File: src/rtl/mem_lsu_pkg.sv
// Shared types and constants for the MEM-stage load/store unit.
// Holds the access-size, state and exception encodings, the default bus timeout
// and the misalignment test used by the top level.
package mem_lsu_pkg;

  typedef enum logic [1:0] {
    SZ_B = 2'd0,
    SZ_H = 2'd1,
    SZ_W = 2'd2
  } mem_size_t;

  typedef enum logic [1:0] {
    ST_IDLE  = 2'd0,
    ST_BUSY  = 2'd1,
    ST_DRAIN = 2'd2
  } lsu_state_t;

  typedef enum logic [1:0] {
    EXC_NONE = 2'd0,
    EXC_MIS  = 2'd1,
    EXC_BUS  = 2'd2
  } lsu_exc_t;

  localparam int LSU_TIMEOUT_DEF = 255;

  // Halfwords must be 2-byte aligned, words 4-byte aligned.
  function automatic logic is_misaligned(input logic [1:0] size, input logic [1:0] off);
    return ((size == SZ_H) && off[0]) || ((size == SZ_W) && (off != 2'b00));
  endfunction

endpackage

File: src/rtl/mem_lsu_align.sv
// Lane steering for the LSU: byte enables, store-data replication, load extract/extend.
// Latency: purely combinational, zero cycles.
// Backpressure: none; outputs follow inputs. Ports: size/off/sext select, st_data/ld_raw in, be/st_lanes/ld_data out.
module mem_lsu_align
  import mem_lsu_pkg::*;
(
  input  logic [1:0]  size,
  input  logic [1:0]  off,
  input  logic        sext,
  input  logic [31:0] st_data,
  input  logic [31:0] ld_raw,
  output logic [3:0]  be,
  output logic [31:0] st_lanes,
  output logic [31:0] ld_data
);

  logic [31:0] shifted;

  always_comb begin
    be       = 4'hF;
    st_lanes = st_data;
    // Bring the addressed lane down to bit 0 before extension.
    shifted  = ld_raw >> {off, 3'b000};
    ld_data  = ld_raw;
    case (mem_size_t'(size))
      SZ_B: begin
        be       = 4'b0001 << off;
        st_lanes = {4{st_data[7:0]}};
        ld_data  = {{24{sext & shifted[7]}}, shifted[7:0]};
      end
      SZ_H: begin
        be       = 4'b0011 << off;
        st_lanes = {2{st_data[15:0]}};
        ld_data  = {{16{sext & shifted[15]}}, shifted[15:0]};
      end
      default: begin
        be       = 4'hF;
        st_lanes = st_data;
        ld_data  = ld_raw;
      end
    endcase
  end

endmodule

File: src/rtl/mem_lsu.sv
// MEM-stage load/store unit: turns the latched request into a req/ack bus transaction and builds write-back.
// Latency: best case 2 cycles (issue cycle, then ack cycle); bus outputs registered, stall/wb/except combinational.
// Backpressure: stall_mem holds the upstream register until ack, timeout or flush; req is never retracted.
// Ports: clk/rst, trap, mem_* request from EX/MEM, stall_mem, dbus_* bus, wb_* write-back, lsu_except.
module mem_lsu
  import mem_lsu_pkg::*;
#(
  parameter int DATA_W  = 32,
  parameter int TIMEOUT = LSU_TIMEOUT_DEF
) (
  input  logic              clk,
  input  logic              rst,
  input  logic              trap,
  input  logic              mem_ren,
  input  logic              mem_wen,
  input  logic [1:0]        mem_size,
  input  logic              mem_sext,
  input  logic [DATA_W-1:0] mem_addr,
  input  logic [DATA_W-1:0] mem_wdata,
  input  logic              mem_gpr_we,
  input  logic [4:0]        mem_gpr_waddr,
  input  logic [DATA_W-1:0] mem_gpr_wdata,
  output logic              stall_mem,
  output logic              dbus_req,
  output logic              dbus_we,
  output logic [DATA_W-1:0] dbus_addr,
  output logic [3:0]        dbus_be,
  output logic [DATA_W-1:0] dbus_wdata,
  input  logic              dbus_ack,
  input  logic [DATA_W-1:0] dbus_rdata,
  output logic              wb_gpr_we,
  output logic [4:0]        wb_gpr_waddr,
  output logic [DATA_W-1:0] wb_gpr_wdata,
  output logic [1:0]        lsu_except
);

  // Value the counter holds during the last cycle a request may wait.
  localparam logic [7:0] TO_LAST = 8'(TIMEOUT - 1);

  lsu_state_t        state_q, state_d;
  logic              req_q, req_d;
  logic              we_q, we_d;
  logic [DATA_W-1:0] addr_q, addr_d;
  logic [3:0]        be_q, be_d;
  logic [DATA_W-1:0] wdata_q, wdata_d;
  logic [7:0]        cnt_q, cnt_d;

  logic              any_acc;
  logic              mis;
  logic              acc;
  logic              timeout;
  lsu_exc_t          exc;
  logic [3:0]        al_be;
  logic [DATA_W-1:0] al_wdata;
  logic [DATA_W-1:0] al_ldata;

  mem_lsu_align u_align (
    .size     (mem_size),
    .off      (mem_addr[1:0]),
    .sext     (mem_sext),
    .st_data  (mem_wdata),
    .ld_raw   (dbus_rdata),
    .be       (al_be),
    .st_lanes (al_wdata),
    .ld_data  (al_ldata)
  );

  assign any_acc = mem_ren | mem_wen;
  assign mis     = is_misaligned(mem_size, mem_addr[1:0]);
  assign acc     = any_acc & ~mis & ~trap;
  assign timeout = ~dbus_ack & (cnt_q == TO_LAST);

  always_comb begin
    state_d      = state_q;
    req_d        = req_q;
    we_d         = we_q;
    addr_d       = addr_q;
    be_d         = be_q;
    wdata_d      = wdata_q;
    cnt_d        = cnt_q;
    stall_mem    = 1'b0;
    exc          = EXC_NONE;
    wb_gpr_we    = mem_gpr_we;
    wb_gpr_waddr = mem_gpr_waddr;
    wb_gpr_wdata = mem_gpr_wdata;

    case (state_q)
      ST_IDLE: begin
        if (acc) begin
          stall_mem = 1'b1;
          wb_gpr_we = 1'b0;
          state_d   = ST_BUSY;
          req_d     = 1'b1;
          we_d      = mem_wen;
          addr_d    = {mem_addr[DATA_W-1:2], 2'b00};
          be_d      = al_be;
          wdata_d   = al_wdata;
          cnt_d     = 8'd0;
        end else if (any_acc && mis && !trap) begin
          exc       = EXC_MIS;
          wb_gpr_we = 1'b0;
        end
      end

      ST_BUSY: begin
        if (dbus_ack) begin
          state_d = ST_IDLE;
          req_d   = 1'b0;
          cnt_d   = 8'd0;
          if (trap) begin
            wb_gpr_we = 1'b0;
          end else if (mem_ren) begin
            wb_gpr_wdata = al_ldata;
          end
        end else if (timeout) begin
          state_d   = ST_IDLE;
          req_d     = 1'b0;
          cnt_d     = 8'd0;
          wb_gpr_we = 1'b0;
          if (!trap) begin
            exc = EXC_BUS;
          end
        end else if (trap) begin
          // The slave still owns the request; wait it out in DRAIN.
          state_d   = ST_DRAIN;
          cnt_d     = cnt_q + 8'd1;
          wb_gpr_we = 1'b0;
        end else begin
          stall_mem = 1'b1;
          cnt_d     = cnt_q + 8'd1;
          wb_gpr_we = 1'b0;
        end
      end

      ST_DRAIN: begin
        // Flushed stage is a bubble; a fresh access must wait for IDLE.
        wb_gpr_we = 1'b0;
        stall_mem = any_acc & ~trap;
        if (dbus_ack || timeout) begin
          state_d = ST_IDLE;
          req_d   = 1'b0;
          cnt_d   = 8'd0;
        end else begin
          cnt_d = cnt_q + 8'd1;
        end
      end

      default: begin
        state_d = ST_IDLE;
        req_d   = 1'b0;
        cnt_d   = 8'd0;
      end
    endcase
  end

  assign lsu_except = exc;

  always_ff @(posedge clk or negedge rst) begin
    if (!rst) begin
      state_q <= ST_IDLE;
      req_q   <= 1'b0;
      we_q    <= 1'b0;
      addr_q  <= '0;
      be_q    <= 4'h0;
      wdata_q <= '0;
      cnt_q   <= 8'd0;
    end else begin
      state_q <= state_d;
      req_q   <= req_d;
      we_q    <= we_d;
      addr_q  <= addr_d;
      be_q    <= be_d;
      wdata_q <= wdata_d;
      cnt_q   <= cnt_d;
    end
  end

  assign dbus_req   = req_q;
  assign dbus_we    = we_q;
  assign dbus_addr  = addr_q;
  assign dbus_be    = be_q;
  assign dbus_wdata = wdata_q;

endmodule

File: config.mk
export PLATFORM = sky130hd
export DESIGN_NAME = mem_lsu
export DESIGN_NICKNAME = d
export VERILOG_FILES = /design/src/rtl/mem_lsu_pkg.sv /design/src/rtl/mem_lsu_align.sv /design/src/rtl/mem_lsu.sv
export SDC_FILE = /design/constraint.sdc
export NUM_CORES = 1
export LEC_CHECK = 0
export ABC_AREA = 0
export BUFFER_PORTS_ARGS = -buffer_cell sky130_fd_sc_hd__buf_2
export CAP_MARGIN = 20
export CORE_ASPECT_RATIO = 1.5
export CORE_MARGIN = 1
export CORE_UTILIZATION = 50
export DETAILED_ROUTE_END_ITERATION = 10
export PLACE_DENSITY = 0.85
export SYNTH_ARGS = -nofsm -noshare
export SYNTH_HDL_FRONTEND = slang
export SYNTH_HIERARCHICAL = 1
export SYNTH_SLANG_ARGS = --single-unit
File: constraint.sdc
create_clock -name clk -period 5.2 [get_ports clk]
set_clock_uncertainty 0.2 [all_clocks]
set_input_delay 1.3 -clock clk [delete_from_list [all_inputs] [get_ports clk]]
set_output_delay 1.3 -clock clk [all_outputs]
set_load 0.03 [all_outputs]
==> flow_summary.yaml, run 1 <==
placed_design:
  gp_congestion: 0.994
  io_buffers: 241
  dp_hpwl_um: 9980
  dp.cells: 774
  place_ws_ps: 289
floorplan:
  initial_core_util: 0.511
  core-area_mm2: 0.00963
  dieArea_mm2: 0.0102
  die_w_um: 83.0
  io_pins: 254
  rows: 44
  die_h_um: 123
cts:
  cts_hold_buf: 0
  h-tree-depth: 3
  clock_latency_ps: 320
  numCtsBuffers: 9
  cts_tree: "yes"
  post-cts-setup-buffers: 0
  cts_resized: 0
  clock-root-buffer: "clkbuf_16"
  clkSlewWorstSetupHoldPaths_ps: 60
  clock_path_buffers: 2
  clock_sinks: 78
critical_path:
  start_kind: "input pin"
  path_max_fanout: 16
  critPathLaunch: "mem_addr[0]"
  rr_startpoint: "state_q[1]"
  critPathKind: "in2out"
  worstPathRequired_ps: 3700
  cp_data_arrival_time_ps: 3420
  endpoint_kind: "primary output"
run_status:
  outcome: "complete, no violations"
detailed_routing:
  first_pass_iters: 4
  totalWireLength_um: 13400
  wl_per_cell_um: 16.9
  vias: 4428
  routed_via_density: 5.59
  route.detailed.drc: 0
  drt-initial-drc-count: 150
  postRouteAntennaNets: 0
timing:
  relSlewSlack: 0.353
  finalHoldViolations: 0
  setup_viol: 0
  finalSetupTns_ps: 0
  rsz0062_at_grt: "no"
  worstMarginPinSlew_ps: 970
  setup_ws_ps: 276
  period_share: 0.947
  fin_crit_ps: 4920
  hold-worst-slack_ps: 293
  fmax_ghz: 0.203
  maxSlewViolCount: 0
cells_and_area:
  final_layout_size_suffix_gt1_frac: 0.581
  final_util: 0.660
  final_common_cell: "buf_2"
  final_cell_mix: "buf_2, mux2_2, dfrtp_1"
  synthToLayoutAreaGrowth_pct: 29.2
  nNetsFinal: 819
  post_layout_nonfiller_instances: 792
power:
  ir_drop_v: 0.000473
  p_int_w: 0.00187
  swShare: 0.431
  seqPwrFrac: 0.316
  leakagePower_nw: 3.20
  p_clk_frac: 0.188
  combPwrFrac: 0.495
  power_density_mw_per_mm2: 516
  p_switching_w: 0.00141
yosys:
  syn-cell-area_mm2: 0.00492
  async_reset_ff_frac: 1.00
  avgSynthCellArea_um2: 10.8
  yosys_warnings: 6
  ys_seq_area_frac: 0.397
  syn-instance-count: 455
  synth_flop_cell: "dfrtp_1"
  synth_edf_count: 0
  synth-seq-cells: 78
  synth_cell_type_count: 49
grt:
  track_usage: 0.250
  overflow: 0
  grt_first_pass_wirelength_um: 20600
  grt_max_degree: 79
  antenna_found_initial: 2
  grt_pass1_vias: 4421
min_path:
  min_from: "dbus_req"
  holdCritPathClass: "reg2reg"
run:
  cap_violations: 0
## synth_stat cells (all sizes together), types with 2 or more instances
cell type,count,share of area
dfrtp,78,0.40
nand2,64,0.049
a221oi,7,0.012
and2,3,0.0038
buf,32,0.045
ha,6,0.015
mux2,125,0.29
o22ai,3,0.0038
inv,12,0.0092
a211oi,2,0.0066
nand3,7,0.0071
o21a,2,0.0031
o31ai,8,0.012
o21ai,28,0.028
nor2,9,0.0074
mux2i,14,0.028
a22oi,5,0.0076
and4,2,0.0036
a211o,2,0.0036
nor2b,5,0.0064
o2bb2ai,2,0.0036
nor3,2,0.0020
a32oi,4,0.0071
nand2b,2,0.0025
a21oi,5,0.0051
clkbuf,11,0.0084
## power groups by stage
stage | Combinational, W | Clock (W) | Sequential (W)
after global placement | 0.00159 | 0 | 0.00102
after floorplan | 0.000607 | 0 | 0.00157
after global routing | 0.00172 | 0.000650 | 0.00107
after CTS | 0.00163 | 0.000627 | 0.00103
after detailed placement | 0.00162 | 0 | 0.00104
final | 0.00162 | 0.000618 | 0.00104
## worst paths after layout
kind	to	slack, ps	cells after the start
hold / removal	dbus_req	290	1
setup reg to reg	dbus_wdata[6]	2680	5
hold reg to reg	dbus_req	290	1
min in group asynchronous	dbus_addr[21]	930	1
max in group asynchronous	dbus_wdata[30]	3240	1
setup / recovery	wb_gpr_wdata[24]	280	8
## final cells by class
cell class                 count  area [um2]
fill                         757        3280
multi-input combinational    323        2670
sequential                    78        1950
timing repair buffer         246        1250
clock buffer                  13         250
tap                          115         144
inverter                      12        45.0
clock inverter                 3        43.8
antenna                        2        5.00
## sequential cells by signal, summed over array words and instances (netlist names)
name	flops
cnt_q	8
dbus_addr	30
state_q	2
dbus_be	4
dbus_we	1
dbus_wdata	32
dbus_req	1
## through the flow
step	total power, W	instance area (um2)
6_report	0.00328	6360
5_1_grt	0.00344	6360
3_5_place_dp	0.00266	6060
3_3_place_gp	0.00260	6060
4_1_cts	0.00329	6350
2_1_floorplan	0.00217	4920
## layer usage
layer | track usage | wire (um) | up-vias
met1 | 0.246 | 4660 | 2119
met2 | 0.468 | 7260 | 212
met3 | 0.0554 | 886 | 43
met5 | 0 | 0 | -
met4 | 0.169 | 587 | 0
li1 | - | - | 2054
## worst max-delay path, cell delays in order
cell and delay (ps):
buf_2 160, buf_4 220, nor2b_1 490, a221o_1 290, o2111ai_2 410, nand2_1 180
mux2_2 170, buf_2 190
## cells by family after synthesis
group	Yosys count	synth area share
muxes	140	0.326
and+or+nand+nor	98	0.0877
DFF	78	0.397
AOI/OAI and AO/OA	77	0.111
buffers and inverters	55	0.0621
adders and majority gates	6	0.0153
other	1	0.000762
(Power assumes the default switching activity.)
==> run 2: changes to the inputs <==
--- a/config.mk
+++ b/config.mk
@@ -5,14 +5,14 @@
 export SDC_FILE = /design/constraint.sdc
 export NUM_CORES = 1
 export LEC_CHECK = 0
-export ABC_AREA = 0
+export ABC_AREA = 1
 export BUFFER_PORTS_ARGS = -buffer_cell sky130_fd_sc_hd__buf_2
 export CAP_MARGIN = 20
 export CORE_ASPECT_RATIO = 1.5
 export CORE_MARGIN = 1
-export CORE_UTILIZATION = 50
+export CORE_UTILIZATION = 51
 export DETAILED_ROUTE_END_ITERATION = 10
-export PLACE_DENSITY = 0.85
+export PLACE_DENSITY = 0.86
 export SYNTH_ARGS = -nofsm -noshare
 export SYNTH_HDL_FRONTEND = slang
 export SYNTH_HIERARCHICAL = 1
==> flow_summary.yaml, run 2 <==
run_status:
  outcome: "finished, violations left"
  violations: "DRC"
run:
  cap_violations: 0
detailed_routing:
  topRoutingLayerUsed: "met4"
  met3_length_um: 955
  drt-met1-wl_um: 5340
  totalWireLength_um: 14600
  vias: 5430
  drt-initial-drc-count: 281
  route.detailed.drc: 36
  postRouteAntennaNets: 0
  routed_via_density: 5.20
  first_pass_iters: 8
  wl_per_cell_um: 14.0
  wl_met2_um: 7720
critical_path:
  critPathLaunch: "mem_addr[0]"
  start_kind: "input pin"
  path_common_cell: "nand2_1"
  max_stage_delay_ps: 340
  cp_cell_sequence: "buf_2 -> inv_4 -> nand2_1 -> nand2_1 -> nand2_1 -> nand2_2 -> nand2_4 -> nand3_1 -> mux2_2 -> buf_2"
  cp_data_arrival_time_ps: 2890
  reg2reg_to: "dbus_addr[10]"
  worstPathRequired_ps: 3700
  rr_worst_depth: 8
  reg2reg_slack_ps: 2650
  endpoint_kind: "primary output"
  rr_startpoint: "state_q[0]"
  cpMaxStageDelayCell: "buf_2"
  path_max_fanout: 24
  critPathKind: "in2out"
cells_and_area:
  largest_register_ff_count: 32
  nFillCells: 872
  nNetsFinal: 1074
  final_cell_mix: "nand2_1, buf_2, dfrtp_1"
  final_layout_size_suffix_gt1_frac: 0.363
  n_antenna_cell: 0
  synthToLayoutAreaGrowth_pct: 26.8
  final_common_cell: "nand2_1"
floorplan:
  die_w_um: 83.9
  dieArea_mm2: 0.0105
  die_h_um: 125
  io_pins: 254
  rows: 44
  initial_core_util: 0.526
  core-area_mm2: 0.00974
min_path:
  holdCritPathClass: "reg2reg"
  hold_path_depth: 2
  min_from: "dbus_wdata[22]"
  min_to: "dbus_wdata[22]"
yosys:
  yosysTopAreaCellShare: 0.381
  ys_seq_area_frac: 0.381
  synth.most_common_cell: "nand2_1"
  syn-instance-count: 713
  avgSynthCellArea_um2: 7.19
  synth_edf_count: 0
  yosysTopAreaCell: "dfrtp_1"
  netlist_top_cells_area: "dfrtp_1, nand2_1, mux2_2, nand3_2, nand3_1"
  netlist_top_cells_count: "nand2_1, dfrtp_1, mux2_2, nand3_1, inv_1"
  synth_cell_type_count: 35
  synth_flop_cell: "dfrtp_1"
  async_reset_ff_frac: 1.00
  yosys_warnings: 6
  syn-cell-area_mm2: 0.00513
  synth-seq-cells: 78
timing:
  relSlewSlack: 0.521
  rsz0062_at_grt: "no"
  worstMarginPinSlew_ps: 716
  setup_viol: 0
  fin_crit_ps: 4390
  finalSetupTns_ps: 0
  finalHoldViolations: 0
  period_share: 0.845
  maxSlewViolCount: 0
  fmax_ghz: 0.228
cts:
  cts_resized: 0
  clock_latency_ps: 320
  clock_path_buffers: 2
  cts_hold_buf: 0
  cts_tree: "yes"
  numCtsBuffers: 9
  clkSlewWorstSetupHoldPaths_ps: 60
  clock-root-buffer: "clkbuf_16"
  h-tree-depth: 3
  post-cts-setup-buffers: 0
  clock_sinks: 78
placed_design:
  io_buffers: 241
  gp_congestion: 0.980
  dp_hpwl_um: 11100
power:
  swShare: 0.470
  combPwrFrac: 0.500
  power_density_mw_per_mm2: 485
  leakagePower_nw: 3.89
  seqPwrFrac: 0.317
  p_clk_frac: 0.183
  total_power_w: 0.00315
  p_int_w: 0.00167
  p_switching_w: 0.00148
  ir_drop_v: 0.000201
grt:
  antenna_found_initial: 0
  track_usage: 0.280
  grt_first_pass_wirelength_um: 23500
  grt_max_degree: 79
  grt_pass1_vias: 5106
  overflow: 0
run 2: cell count changes in the layout (fill, tap and decap cells not counted), moves of 14 or more:
cell     change
mux2_2      -85
nand2_1    +307
inv_1       +17
nor2_1      +20
mux2i_1     -14
o21ai_0     -16
nand3_2     +20
nand3_1     +24
run 2: cells by family (layout without fill, tap and decap cells):
logic type / after synthesis / after routing / synth area share
AO/OA/AOI/OAI: 41 / 41 / 0.0461
other: 1 / 2 / 0.000731
adder cells (fa/ha/maj): 6 / 6 / 0.0146
flip-flops: 78 / 78 / 0.381
buffers and inverters: 85 / 301 / 0.0944
AND/OR/NAND/NOR: 470 / 470 / 0.393
multiplexers: 32 / 32 / 0.0703
run 2: cell type report:
type	count	area, um2	area share
multi-input cells	551	2700	0.415
clock buffers	11	253	0.0389
flip-flops and latches	78	1950	0.300
clock inverters	5	31.3	0.00481
repair buffers	246	1280	0.197
inverters	39	149	0.0229
well taps	115	144	0.0221
run 2: through the flow:
| stage | util | setup slack [ps] | cells | hold slack, ps | instance area [um2] |
|---|---|---|---|---|---|
| finish | 0.667 | 808 | 1045 | 271 | 6500 |
| global placement | 0.633 | 884 | 1027 | 256 | 6170 |
| global route | 0.667 | 697 | 1045 | 282 | 6500 |
| floorplan | - | 1260 | 714 | 281 | 5130 |
| detailed placement | 0.633 | 818 | 1027 | 260 | 6170 |
| CTS | 0.663 | 818 | 1043 | 276 | 6460 |
run 2: how the worst max path moves through the flow:
stage / slack [ps] / endpoint
2_1_floorplan: 1260 / wb_gpr_we
3_3_place_gp: 880 / wb_gpr_wdata[13]
3_5_place_dp: 820 / wb_gpr_wdata[14]
4_1_cts: 820 / wb_gpr_wdata[14]
5_1_grt: 700 / wb_gpr_wdata[14]
6_report: 810 / wb_gpr_wdata[14]
run 2: layer usage:
layer	vias up	global-route usage
met5	-	0
met4	0	0.147
met3	50	0.0371
met2	287	0.524
met1	2444	0.300
li1	2649	-
run 2: power groups by stage:
stage	logic (W)	registers, W	clock network, W
finish	0.00158	0.000999	0.000576
global route	0.00170	0.00103	0.000618
CTS	0.00158	0.000999	0.000595
detailed placement	0.00157	0.00101	0
global placement	0.00155	0.000997	0
floorplan	0.000617	0.00150	0
run 2: worst max-delay path, delay by kind of cell:
kind / cells / cell delay [ps]
buf+inv: 3 / 630
mux: 1 / 280
simple gates: 6 / 670
==> run 3: changes to the inputs <==
--- a/config.mk
+++ b/config.mk
@@ -10,9 +10,9 @@
 export CAP_MARGIN = 20
 export CORE_ASPECT_RATIO = 1.5
 export CORE_MARGIN = 1
-export CORE_UTILIZATION = 51
+export CORE_UTILIZATION = 47
 export DETAILED_ROUTE_END_ITERATION = 10
-export PLACE_DENSITY = 0.86
+export PLACE_DENSITY = 0.8
 export SYNTH_ARGS = -nofsm -noshare
 export SYNTH_HDL_FRONTEND = slang
 export SYNTH_HIERARCHICAL = 1
==> constraint.sdc (replaced) <==
create_clock -name clk -period 4.5 [get_ports clk]
set_clock_uncertainty 0.2 [all_clocks]
set_input_delay 1.125 -clock clk [delete_from_list [all_inputs] [get_ports clk]]
set_output_delay 1.125 -clock clk [all_outputs]
set_load 0.03 [all_outputs]
==> flow_summary.yaml, run 3 (synthesis results as in run 2) <==
placed_design:
  gp_congestion: 0.990
  dp_hpwl_um: 11500
  placed_area_mm2: 0.00622
  place_ws_ps: 472
  io_buffers: 241
critical_path:
  endpoint_kind: "primary output"
  cpMaxStageDelayCell: "buf_2"
  reg2reg_slack_ps: 1930
  path_common_cell: "nand2_1"
  cp_data_arrival_time_ps: 2710
  start_kind: "input pin"
  max_stage_delay_ps: 350
  reg2reg_to: "state_q[0]"
  worstPathRequired_ps: 3170
  rr_worst_depth: 8
  critPathBufInv: 3
  path_max_fanout: 24
  cp_cell_sequence: "buf_2 -> inv_4 -> nand2_1 -> nand2_1 -> nand2_1 -> nand2_2 -> nand2_4 -> nand3_1 -> mux2_2 -> buf_2"
  rr_startpoint: "state_q[1]"
  critPathKind: "in2out"
  path_depth: 10
  cp_top_family: "simple AND/OR/NAND/NOR gates"
timing:
  rsz0062_at_grt: "no"
  finalHoldViolations: 0
  period_share: 0.896
  maxSlewViolCount: 0
  finalSetupTns_ps: 0
  relSlewSlack: 0.352
  setup_viol: 0
  fin_crit_ps: 4030
  worstMarginPinSlew_ps: 972
  setup_ws_ps: 468
  fmax_ghz: 0.248
detailed_routing:
  first_pass_iters: 5
  routed_via_density: 5.01
  postRouteAntennaNets: 0
  drt-initial-drc-count: 303
  vias: 5377
  wl_per_cell_um: 14.1
  totalWireLength_um: 15200
  route.detailed.drc: 0
min_path:
  min_to: "dbus_addr[9]"
  holdCritPathClass: "reg2reg"
  hold_path_depth: 2
  min_from: "dbus_addr[9]"
run_status:
  outcome: "complete, no violations"
cts:
  cts_tree: "yes"
  numCtsBuffers: 9
  cts_hold_buf: 0
  h-tree-depth: 3
  clock_sinks: 78
  clock-root-buffer: "clkbuf_16"
  cts_resized: 0
  clkSlewWorstSetupHoldPaths_ps: 50
  clock_path_buffers: 2
  clock_latency_ps: 330
  post-cts-setup-buffers: 0
run:
  cap_violations: 0
floorplan:
  initial_core_util: 0.484
  core-area_mm2: 0.0106
  die_w_um: 87.3
  io_pins: 254
  dieArea_mm2: 0.0113
  rows: 46
  die_h_um: 130
grt:
  overflow: 0
  grt_first_pass_wirelength_um: 23100
  grt_pass1_vias: 4930
  track_usage: 0.265
  grt_max_degree: 79
  antenna_found_initial: 1
cells_and_area:
  n_antenna_cell: 0
  synthToLayoutAreaGrowth_pct: 27.1
  nFillCells: 991
  largest_register_ff_count: 32
  nNetsFinal: 1074
  fin_area_mm2: 0.00652
  final_common_cell: "nand2_1"
  final_cell_mix: "nand2_1, buf_2, dfrtp_1"
  final_util: 0.615
  final_layout_size_suffix_gt1_frac: 0.360
power:
  ir_drop_v: 0.000203
  leakagePower_nw: 3.88
  power_density_mw_per_mm2: 565
-- run 3: metrics by stage --
stage               std cells  total power [W]  hold WS, ps
floorplan                 714          0.00244          281
global placement         1058          0.00295          257
detailed placement       1058          0.00298          259
CTS                      1074          0.00371          275
global route             1074          0.00393          294
finish                   1074          0.00368          270
-- run 3: tightest hold or removal path, cell delays in order (launching register included) --
cell	delay, ps
dfrtp_1	330
nand2_1	50
nand2_1	50
-- run 3: layout make-up --
| class | count | area [um2] | share of cell area |
|---|---|---|---|
| multi-input combinational | 551 | 2700 | 0.414 |
| sequential | 78 | 1950 | 0.299 |
| timing repair buffer | 246 | 1250 | 0.191 |
| clock buffer | 13 | 250 | 0.0384 |
| tap | 144 | 180 | 0.0276 |
| inverter | 39 | 149 | 0.0228 |
| clock inverter | 3 | 43.8 | 0.00672 |
-- run 3: worst max path at each step --
stage	end	slack [ps]	from
after floorplan	wb_gpr_we	910	mem_wen
after CTS	wb_gpr_wdata[14]	480	mem_addr[0]
after global placement	wb_gpr_wdata[14]	520	mem_addr[0]
after global routing	wb_gpr_wdata[13]	320	mem_addr[0]
after detailed placement	wb_gpr_wdata[14]	470	mem_addr[0]
final	wb_gpr_wdata[14]	470	mem_addr[0]
-- run 3: power by group --
part           switching [W]  leakage (nW)  internal [W]  total (W)
Clock               0.000272         0.144      0.000445   0.000718
Sequential          0.000149         0.986      0.000999    0.00115
Combinational        0.00130          2.75      0.000522    0.00182
-- run 3: layer usage --
metal / global-route usage / share of wire / up-vias / routed length [um]
met5: 0 / 0.00086 / - / 13
met4: 0.170 / 0.053 / 2 / 798
met3: 0.0563 / 0.075 / 51 / 1130
met2: 0.483 / 0.50 / 257 / 7570
met1: 0.272 / 0.37 / 2415 / 5640
li1: - / - / 2652 / -
